==> config.mk <==
export PLATFORM = sky130hd
export DESIGN_NAME = fetch_stage_flat
export DESIGN_NICKNAME = d
export VERILOG_FILES = /design/src/rtl/fetch_stage_if.sv /design/src/rtl/fetch_stage.sv /design/src/flat_wrapper.sv
export SDC_FILE = /design/constraint.sdc
export NUM_CORES = 1
export LEC_CHECK = 0
export CAP_MARGIN = 10
export CORE_ASPECT_RATIO = 0.7
export CORE_UTILIZATION = 60
export CTS_CLUSTER_DIAMETER = 150
export DETAILED_ROUTE_END_ITERATION = 16
export DONT_BUFFER_PORTS = 1
export HOLD_SLACK_MARGIN = 0.08
export PLACE_DENSITY = 0.86
export SETUP_SLACK_MARGIN = 0.4
export SLEW_MARGIN = 25
export SYNTH_ARGS = -nofsm -noshare
export SYNTH_HDL_FRONTEND = slang
export SYNTH_SLANG_ARGS = --single-unit
==> constraint.sdc <==
create_clock -name clock_In -period 5.7 [get_ports clock_In]
set_input_delay 0.855 -clock clock_In [delete_from_list [all_inputs] [get_ports clock_In]]
set_output_delay 0.855 -clock clock_In [all_outputs]
set_load 0.02 [all_outputs]
==> src/rtl/fetch_stage_if.sv <==
// Instruction-memory port of the fetch stage: one request/acknowledge channel.
// Handshake: the master raises imemReq_Out with a stable imemAddr_Out and holds both
// until the slave pulses imemAck_In with imemData_In valid in that same cycle;
// requests are never withdrawn, and an ack seen while imemReq_Out is low is ignored.
interface fetch_stage_if;
   logic        imemReq_Out;
   logic [63:0] imemAddr_Out;
   logic        imemAck_In;
   logic [31:0] imemData_In;

   modport master (output imemReq_Out, output imemAddr_Out,
                   input  imemAck_In,  input  imemData_In);
   modport slave  (input  imemReq_Out, input  imemAddr_Out,
                   output imemAck_In,  output imemData_In);
endinterface

==> src/rtl/fetch_stage.sv <==
// LEGv8 instruction-fetch stage: owns the PC, talks to a variable-latency
// instruction memory and feeds IF/ID, honouring stalls and branch redirects.
module fetch_stage #(
   parameter logic [63:0] RESET_PC = 64'h0
) (
   input  logic                 clock_In,
   input  logic                 reset_In,
   input  logic                 stall_In,
   input  logic                 branchTaken_In,
   input  logic [63:0]          branchTarget_In,
   fetch_stage_if.master        imem,
   output logic [31:0]          instr_Out,
   output logic [63:0]          pcOut_Out,
   output logic                 valid_Out,
   output logic [1:0]           state_dbg_Out
);

   typedef enum logic [1:0] {
      S_REQ  = 2'd0,
      S_HOLD = 2'd1,
      S_DROP = 2'd2
   } state_t;

   state_t      state_q, state_d;
   logic [63:0] pc_q, pc_d;
   logic [31:0] hold_q, hold_d;
   logic [63:0] pend_q, pend_d;
   logic [31:0] instr_q, instr_d;
   logic [63:0] pc_out_q, pc_out_d;
   logic        valid_q, valid_d;

   logic        req;
   logic        ack_eff;
   logic [63:0] target;

   // Request is gated by reset so it drops the instant reset asserts.
   assign req     = reset_In && (state_q != S_HOLD);
   assign ack_eff = imem.imemAck_In && req;
   assign target  = {branchTarget_In[63:2], 2'b00};

   assign imem.imemReq_Out  = req;
   assign imem.imemAddr_Out = pc_q;
   assign instr_Out         = instr_q;
   assign pcOut_Out         = pc_out_q;
   assign valid_Out         = valid_q;
   assign state_dbg_Out     = state_q;

   always_comb begin
      state_d  = state_q;
      pc_d     = pc_q;
      hold_d   = hold_q;
      pend_d   = pend_q;
      instr_d  = instr_q;
      pc_out_d = pc_out_q;
      valid_d  = valid_q;
      case (state_q)
         S_REQ: begin
            if (branchTaken_In) begin
               valid_d = 1'b0;
               if (ack_eff) begin
                  pc_d = target;
               end else begin
                  pend_d  = target;
                  state_d = S_DROP;
               end
            end else if (ack_eff) begin
               if (stall_In) begin
                  hold_d  = imem.imemData_In;
                  state_d = S_HOLD;
               end else begin
                  instr_d  = imem.imemData_In;
                  pc_out_d = pc_q;
                  valid_d  = 1'b1;
                  pc_d     = pc_q + 64'd4;
               end
            end else if (!stall_In) begin
               valid_d = 1'b0;
            end
         end
         S_HOLD: begin
            if (branchTaken_In) begin
               pc_d    = target;
               valid_d = 1'b0;
               state_d = S_REQ;
            end else if (!stall_In) begin
               instr_d  = hold_q;
               pc_out_d = pc_q;
               valid_d  = 1'b1;
               pc_d     = pc_q + 64'd4;
               state_d  = S_REQ;
            end
         end
         S_DROP: begin
            // The outstanding fetch is stale; only its ack lets us move to the redirect.
            valid_d = 1'b0;
            if (ack_eff) begin
               pc_d    = branchTaken_In ? target : pend_q;
               state_d = S_REQ;
            end else if (branchTaken_In) begin
               pend_d = target;
            end
         end
         default: state_d = S_REQ;
      endcase
   end

   always_ff @(posedge clock_In or negedge reset_In) begin
      if (!reset_In) begin
         state_q  <= S_REQ;
         pc_q     <= RESET_PC;
         hold_q   <= 32'h0;
         pend_q   <= 64'h0;
         instr_q  <= 32'h0;
         pc_out_q <= 64'h0;
         valid_q  <= 1'b0;
      end else begin
         state_q  <= state_d;
         pc_q     <= pc_d;
         hold_q   <= hold_d;
         pend_q   <= pend_d;
         instr_q  <= instr_d;
         pc_out_q <= pc_out_d;
         valid_q  <= valid_d;
      end
   end

endmodule

==> src/flat_wrapper.sv <==
// flat-port wrapper written by rule: the top's interface ports become plain ports
module fetch_stage_flat 
#(
   parameter logic [63:0] RESET_PC = 64'h0
)
  (clock_In, reset_In, stall_In, branchTaken_In, branchTarget_In, instr_Out, pcOut_Out, valid_Out, state_dbg_Out, imem_imemReq_Out, imem_imemAddr_Out, imem_imemAck_In, imem_imemData_In);
  fetch_stage_if imem_i ();
  input  logic clock_In;
  input  logic reset_In;
  input  logic stall_In;
  input  logic branchTaken_In;
  input  logic [63:0] branchTarget_In;
  output logic [31:0] instr_Out;
  output logic [63:0] pcOut_Out;
  output logic valid_Out;
  output logic [1:0] state_dbg_Out;
  output wire logic [$bits(imem_i.imemReq_Out)-1:0] imem_imemReq_Out;
  output wire logic [$bits(imem_i.imemAddr_Out)-1:0] imem_imemAddr_Out;
  input wire logic [$bits(imem_i.imemAck_In)-1:0] imem_imemAck_In;
  input wire logic [$bits(imem_i.imemData_In)-1:0] imem_imemData_In;
  assign imem_imemReq_Out = imem_i.imemReq_Out;
  assign imem_imemAddr_Out = imem_i.imemAddr_Out;
  assign imem_i.imemAck_In = imem_imemAck_In;
  assign imem_i.imemData_In = imem_imemData_In;
  fetch_stage #(.RESET_PC(RESET_PC)) u_core (.clock_In(clock_In), .reset_In(reset_In), .stall_In(stall_In), .branchTaken_In(branchTaken_In), .branchTarget_In(branchTarget_In), .imem(imem_i), .instr_Out(instr_Out), .pcOut_Out(pcOut_Out), .valid_Out(valid_Out), .state_dbg_Out(state_dbg_Out));
endmodule
Word-level counts from Yosys, hierarchy flattened
Index checks and enable logic that the tools add are counted.

storage, ports and cells
  output and inout port bits = 164
  register bits = 259

operators by class
  bitwise gates (word level) = 1
  multiplexer cells = 37
  add/subtract/negate cells = 1
  reductions and logical operators = 13
  equality and inequality tests = 17

operators with widths
  kind                   count
  $mux 64                14
  $pmux 64 s2            2
  $pmux 64 s3            1
  $mux 32                5
  $add 64x3->64 const B  1
  $pmux 32 s2            1
  $mux 2                 7
  $ne 2x2->1 const B     7
  $reduce_and 4->1       3
  $ne 3x3->1 const B     3
  $ne 2x1->1 const B     3
  $pmux 2 s3             1
  $reduce_and 6->1       1
  $mux 1                 5
  $reduce_and 5->1       1
  $ne 4x3->1 const B     1
  $reduce_bool 2->1      2
  $ne 3x2->1 const B     1
  $pmux 1 s3             1
  $reduce_and 3->1       1
  $reduce_bool 3->1      1
  $eq 2x1->1 const B     1
  $eq 2x2->1 const B     1
  $logic_and 1x1->1      2
  other kinds (3)        3

Depth between registers and ports, before layout
  depth after elaboration = 6
  depth in mapped cells = 11
  depth with buffers taken out = 7

Least setup slack after synthesis
OpenSTA, ideal clock, no wires.

  kind = reg2reg
  start = reg u_core.state_q[1] (netlist: u_core.state_dbg_Out[1])
  end = reg u_core.instr_q[13] (netlist: u_core.instr_Out[13])
  cell stages (with the launch flop) = 11
  buffers on the path = 4
  arrival = 2.426 ns
  slack = 3.138 ns
  clock period less this slack = 2.562 ns
  library setup time = 0.136 ns
  cells stage by stage = dfrtp_1 inv_1 ha_1 buf_2 and3b_1 clkbuf_1 mux2_2 nand2_1 clkbuf_1 clkbuf_1 o21ai_0

between the ends
  word-level cells in the longest chain between the ends = 5

RTL lines
  what                               RTL line            RTL
  start, declared                    fetch_stage.sv:24   state_t state_q, state_d;
  start signal, assigned             fetch_stage.sv:117  state_q <= state_d;
  $ne 2x1->1                         fetch_stage.sv:37   assign req = reset_In && (state_q != S_HOLD);
  $logic_and 1x1->1                  fetch_stage.sv:37
  $logic_and 1x1->1                  fetch_stage.sv:38   assign ack_eff = imem.imemAck_In && req;
  $ne 2x1->1 (no source line)        -
  $reduce_and 6->1 (no source line)  -
  end signal, assigned               fetch_stage.sv:121  instr_q <= instr_d;
  end, declared                      fetch_stage.sv:28   logic [31:0] instr_q, instr_d;

Several ways; a longest one is shown, not always the timed one.
A chain may end at the register's enable or synchronous reset.

Final worst setup path
  start = reg u_core.state_q[1] (netlist: u_core.state_dbg_Out[1])
  end = reg u_core.pc_out_q[45] (netlist: u_core.pcOut_Out[45])

between the ends
  word-level cells in the longest chain between the ends = 5

RTL lines
  what                               RTL line            RTL
  $ne 2x1->1                         fetch_stage.sv:37
  $logic_and 1x1->1                  fetch_stage.sv:37
  $logic_and 1x1->1                  fetch_stage.sv:38
  $ne 2x1->1 (no source line)        -
  $reduce_and 4->1 (no source line)  -
  end signal, assigned               fetch_stage.sv:122  pc_out_q <= pc_out_d;
  end, declared                      fetch_stage.sv:29   logic [63:0] pc_out_q, pc_out_d;

Several ways; a longest one is shown, not always the timed one.

==> flow_metrics.tcl <==
set metrics [dict create \
    antenna_found_initial 0 \
    nNetsFinal 1239 \
    setup_violations 0 \
    grt_max_degree 262 \
    ant_nets 0 \
    cts.sinks 259 \
    finalCritPeriodShare_pct 58.29 \
    avgSynthCellArea_sq_um 10.74 \
    yosys_warnings 0 \
    grt_overflow_total 0 \
    cp_data_arrival_time_ns 3.72 \
    hold_viol 0 \
    ys.flop_type "dfrtp_1" \
    cts.clk_slew.worst_paths_ns 0.06 \
    hold_class "input port to asynchronous set/reset pin" \
    drv_cap 0 \
    die_h_um 123.4 \
    dieArea_sq_um 21660 \
    synth_edf_count 0 \
    stdcell_count 1427 \
    worst_ep_required_time_ns 6.10 \
    drive_gt1_share_pct 19.20 \
    start_util_pct 61.05 \
    via_per_inst 6.922 \
    post-route-min-period_ns 3.323 \
    worst_r2r_startpoint "u_core.state_dbg_Out[1]$_DFFE_PN0P_" \
    rrSetupSlack_ns 2.38 \
    leakage_nw 5.593 \
    clock_path_buffers 3 \
    fp.dieW_um 175.5 \
    num_vias 9877 \
    async_reset_ff_share_pct 100.0 \
    syn2layout_area_growth_pct 7.752 \
    tightest_slew_ns 1.005 \
    diodes 0 \
    design.core.area_sq_um 20700 \
    cts-buffers-inserted 26 \
    powerDensity_nw_per_um2 600.4 \
    fillers 1564 \
    outcome "completed" \
    drc_errors 0 \
    cp_max_fo 61 \
    ys_types 64 \
    grt_use_total_pct 32.12 \
    cts_tree "yes" \
    ir_worst_vdd_mv 0.3619 \
    end_kind "flop" \
    gp_congestion 0.9469 \
    place.detailed.hpwl_um 23980 \
    cts_resized 0 \
    setup_slack_ns 2.377 \
    synth_nets 1283 \
    cts_setup_buffers 0 \
    slew-limit-headroom_pct 32.07 \
    rr_worst_depth 7 \
    place_inst 1381 \
    synth_seq_area_share_pct 51.29 \
    cp-start-kind "flop" \
    grt_setup_unrepaired "no" \
    crit_type "flop to flop" \
    num_io_pins 265 \
    dp_slack_ns 2.420 \
    numPortBuffers 0 \
    synthesis.area_sq_um 12640 \
    rr_endpoint "u_core.pcOut_Out[45]$_DFFE_PN0P_" \
    first_pass_iters 6 \
    fmax_mhz 301.0 \
    drt_iter0_markers 1368 \
    wirelength_um 35700 \
    ys_seq_elements 259 \
    clock_skew_ns 0.03044 \
    wl_per_cell_um 25.01 \
    grt_pass1_vias 9273 \
    setup_tns_ns 0 \
    slew_violations 0 \
    grt_pass1_wl_um 53410 \
    rows 44 \
    htreeDepth 1 \
    clockRootBuffer "clkbuf_16" \
    fin_util_pct 65.78 \
    syn_inst 1177 \
    clk_latency_ns 0.54 \
]
## sequential cells by signal, indices dropped and copies added, names as in the netlist
name / flops
u_core.state_dbg_Out: 2
u_core.hold_q: 32
u_core.imem.imemAddr_Out: 64
u_core.valid_Out: 1
u_core.pend_q: 64
u_core.instr_Out: 32
u_core.pcOut_Out: 64
## how the worst max path moves through the flow
stage                                             start                               end  slack, ns  cells past startpoint
global placement    u_core.state_dbg_Out[1]$_DFFE_PN0P_  u_core.pcOut_Out[35]$_DFFE_PN0P_       2.45                      7
floorplan           u_core.state_dbg_Out[1]$_DFFE_PN0P_  u_core.instr_Out[13]$_DFFE_PN0P_       3.14                     10
detailed placement  u_core.state_dbg_Out[1]$_DFFE_PN0P_  u_core.pcOut_Out[45]$_DFFE_PN0P_       2.42                      7
global route        u_core.state_dbg_Out[1]$_DFFE_PN0P_  u_core.pcOut_Out[45]$_DFFE_PN0P_       2.22                      7
finish              u_core.state_dbg_Out[1]$_DFFE_PN0P_  u_core.pcOut_Out[45]$_DFFE_PN0P_       2.38                      7
CTS                 u_core.state_dbg_Out[1]$_DFFE_PN0P_  u_core.pcOut_Out[49]$_DFFE_PN0P_       2.39                      7
## Yosys cell counts, types with 10 or more instances
cell      instances  area, sq um
o21ai_0          94        470.5
mux2i_1          36        360.4
or3_1            14        87.58
and4_1           12        105.1
mux2_2          151         1700
dfrtp_1         259         6481
and3_1           12        75.07
inv_1            18        67.56
nand4_1          30        187.7
nor3_1           23        115.1
nor2_1           48        180.2
a21oi_1          41        205.2
nor4_1           22        137.6
o22ai_1          10        62.56
nand2_1         112        420.4
clkbuf_1         68        255.2
nand3_1          31        155.2
a22o_1           19        166.4
a22oi_1          32        240.2
o211ai_1         14        105.1
## layout make-up
cell class                      instances  area (sq um)  share of cell area, %
Timing Repair Buffer                   11         82.58                 0.6065
Sequential cell                       259          6481                  47.60
Inverter                               18         67.56                 0.4962
Clock buffer                           33         718.2                  5.274
Tap cell                              276         345.3                  2.536
Clock inverter                         13         117.6                 0.8637
Multi-Input combinational cell        817          5804                  42.63
## report_power, final
| group | total (mW) | switching (mW) | internal [mW] |
|---|---|---|---|
| Combinational | 2.06 | 1.09 | 0.964 |
| Sequential | 4.41 | 1.72 | 2.70 |
| Clock | 1.70 | 0.726 | 0.979 |
## stage by stage
stage	hold WS [ns]	power, mW	area (sq um)
floorplan	0.4547	5.644	12640
global placement	0.4699	6.251	12770
detailed placement	0.4759	6.420	12770
CTS	0.01425	8.129	13610
global route	0.01878	8.565	13620
finish	0.03542	8.175	13620
## cell families (layout without fill, tap and decap cells)
| family | count (synthesis) | in the layout | synth area share [%] |
|---|---|---|---|
| AO/OA/AOI/OAI | 282 | 282 | 14.78 |
| XOR/XNOR | 2 | 2 | 0.1386 |
| adder cells (fa/ha/maj) | 5 | 5 | 0.4950 |
| buffers and inverters | 101 | 75 | 3.069 |
| flip-flops | 259 | 259 | 51.29 |
| multiplexers | 187 | 187 | 16.31 |
| AND/OR/NAND/NOR | 341 | 341 | 13.92 |
## critical path, stage by stage, from the launching register on
cell     delay (ns)
dfrtp_1        0.52
inv_1          0.17
ha_2           0.40
and3b_1        0.33
mux2_2         0.33
nand2_4        0.38
buf_4          0.61
mux2_2         0.41
## layer usage
metal	global-route usage [%]	share of wire [%]	up-vias
li1	-	-	4320
met1	44.42	41	4810
met2	45.91	42	653
met3	13.84	15	94
met4	8.967	2.7	0
met5	0	0	-
## cells in the final DEF (no fill, tap or decap), drive strengths merged, types with 5 or more instances in the layout
master / synthesis / routed
or4: 11 / 11
a22oi: 32 / 32
a21oi: 41 / 41
dfrtp: 259 / 259
and2: 6 / 6
clkbuf: 68 / 33
o31a: 7 / 7
clkinv: 0 / 10
or3: 15 / 15
o2bb2ai: 6 / 6
nor2b: 5 / 5
o22ai: 10 / 10
nor4: 23 / 23
and3: 12 / 12
nor3: 23 / 23
nand4: 31 / 31
mux2i: 36 / 36
o311ai: 5 / 5
nand3: 32 / 32
a31oi: 6 / 6
buf: 15 / 11
o21ai: 95 / 95
nor2: 48 / 48
a22o: 19 / 19
o211ai: 14 / 14
nand2: 112 / 112
ha: 5 / 5
o31ai: 7 / 7
a221oi: 5 / 5
mux2: 151 / 151
a221o: 5 / 5
inv: 18 / 18
and4: 12 / 12
Note: power is estimated with default switching activity, not from simulation.
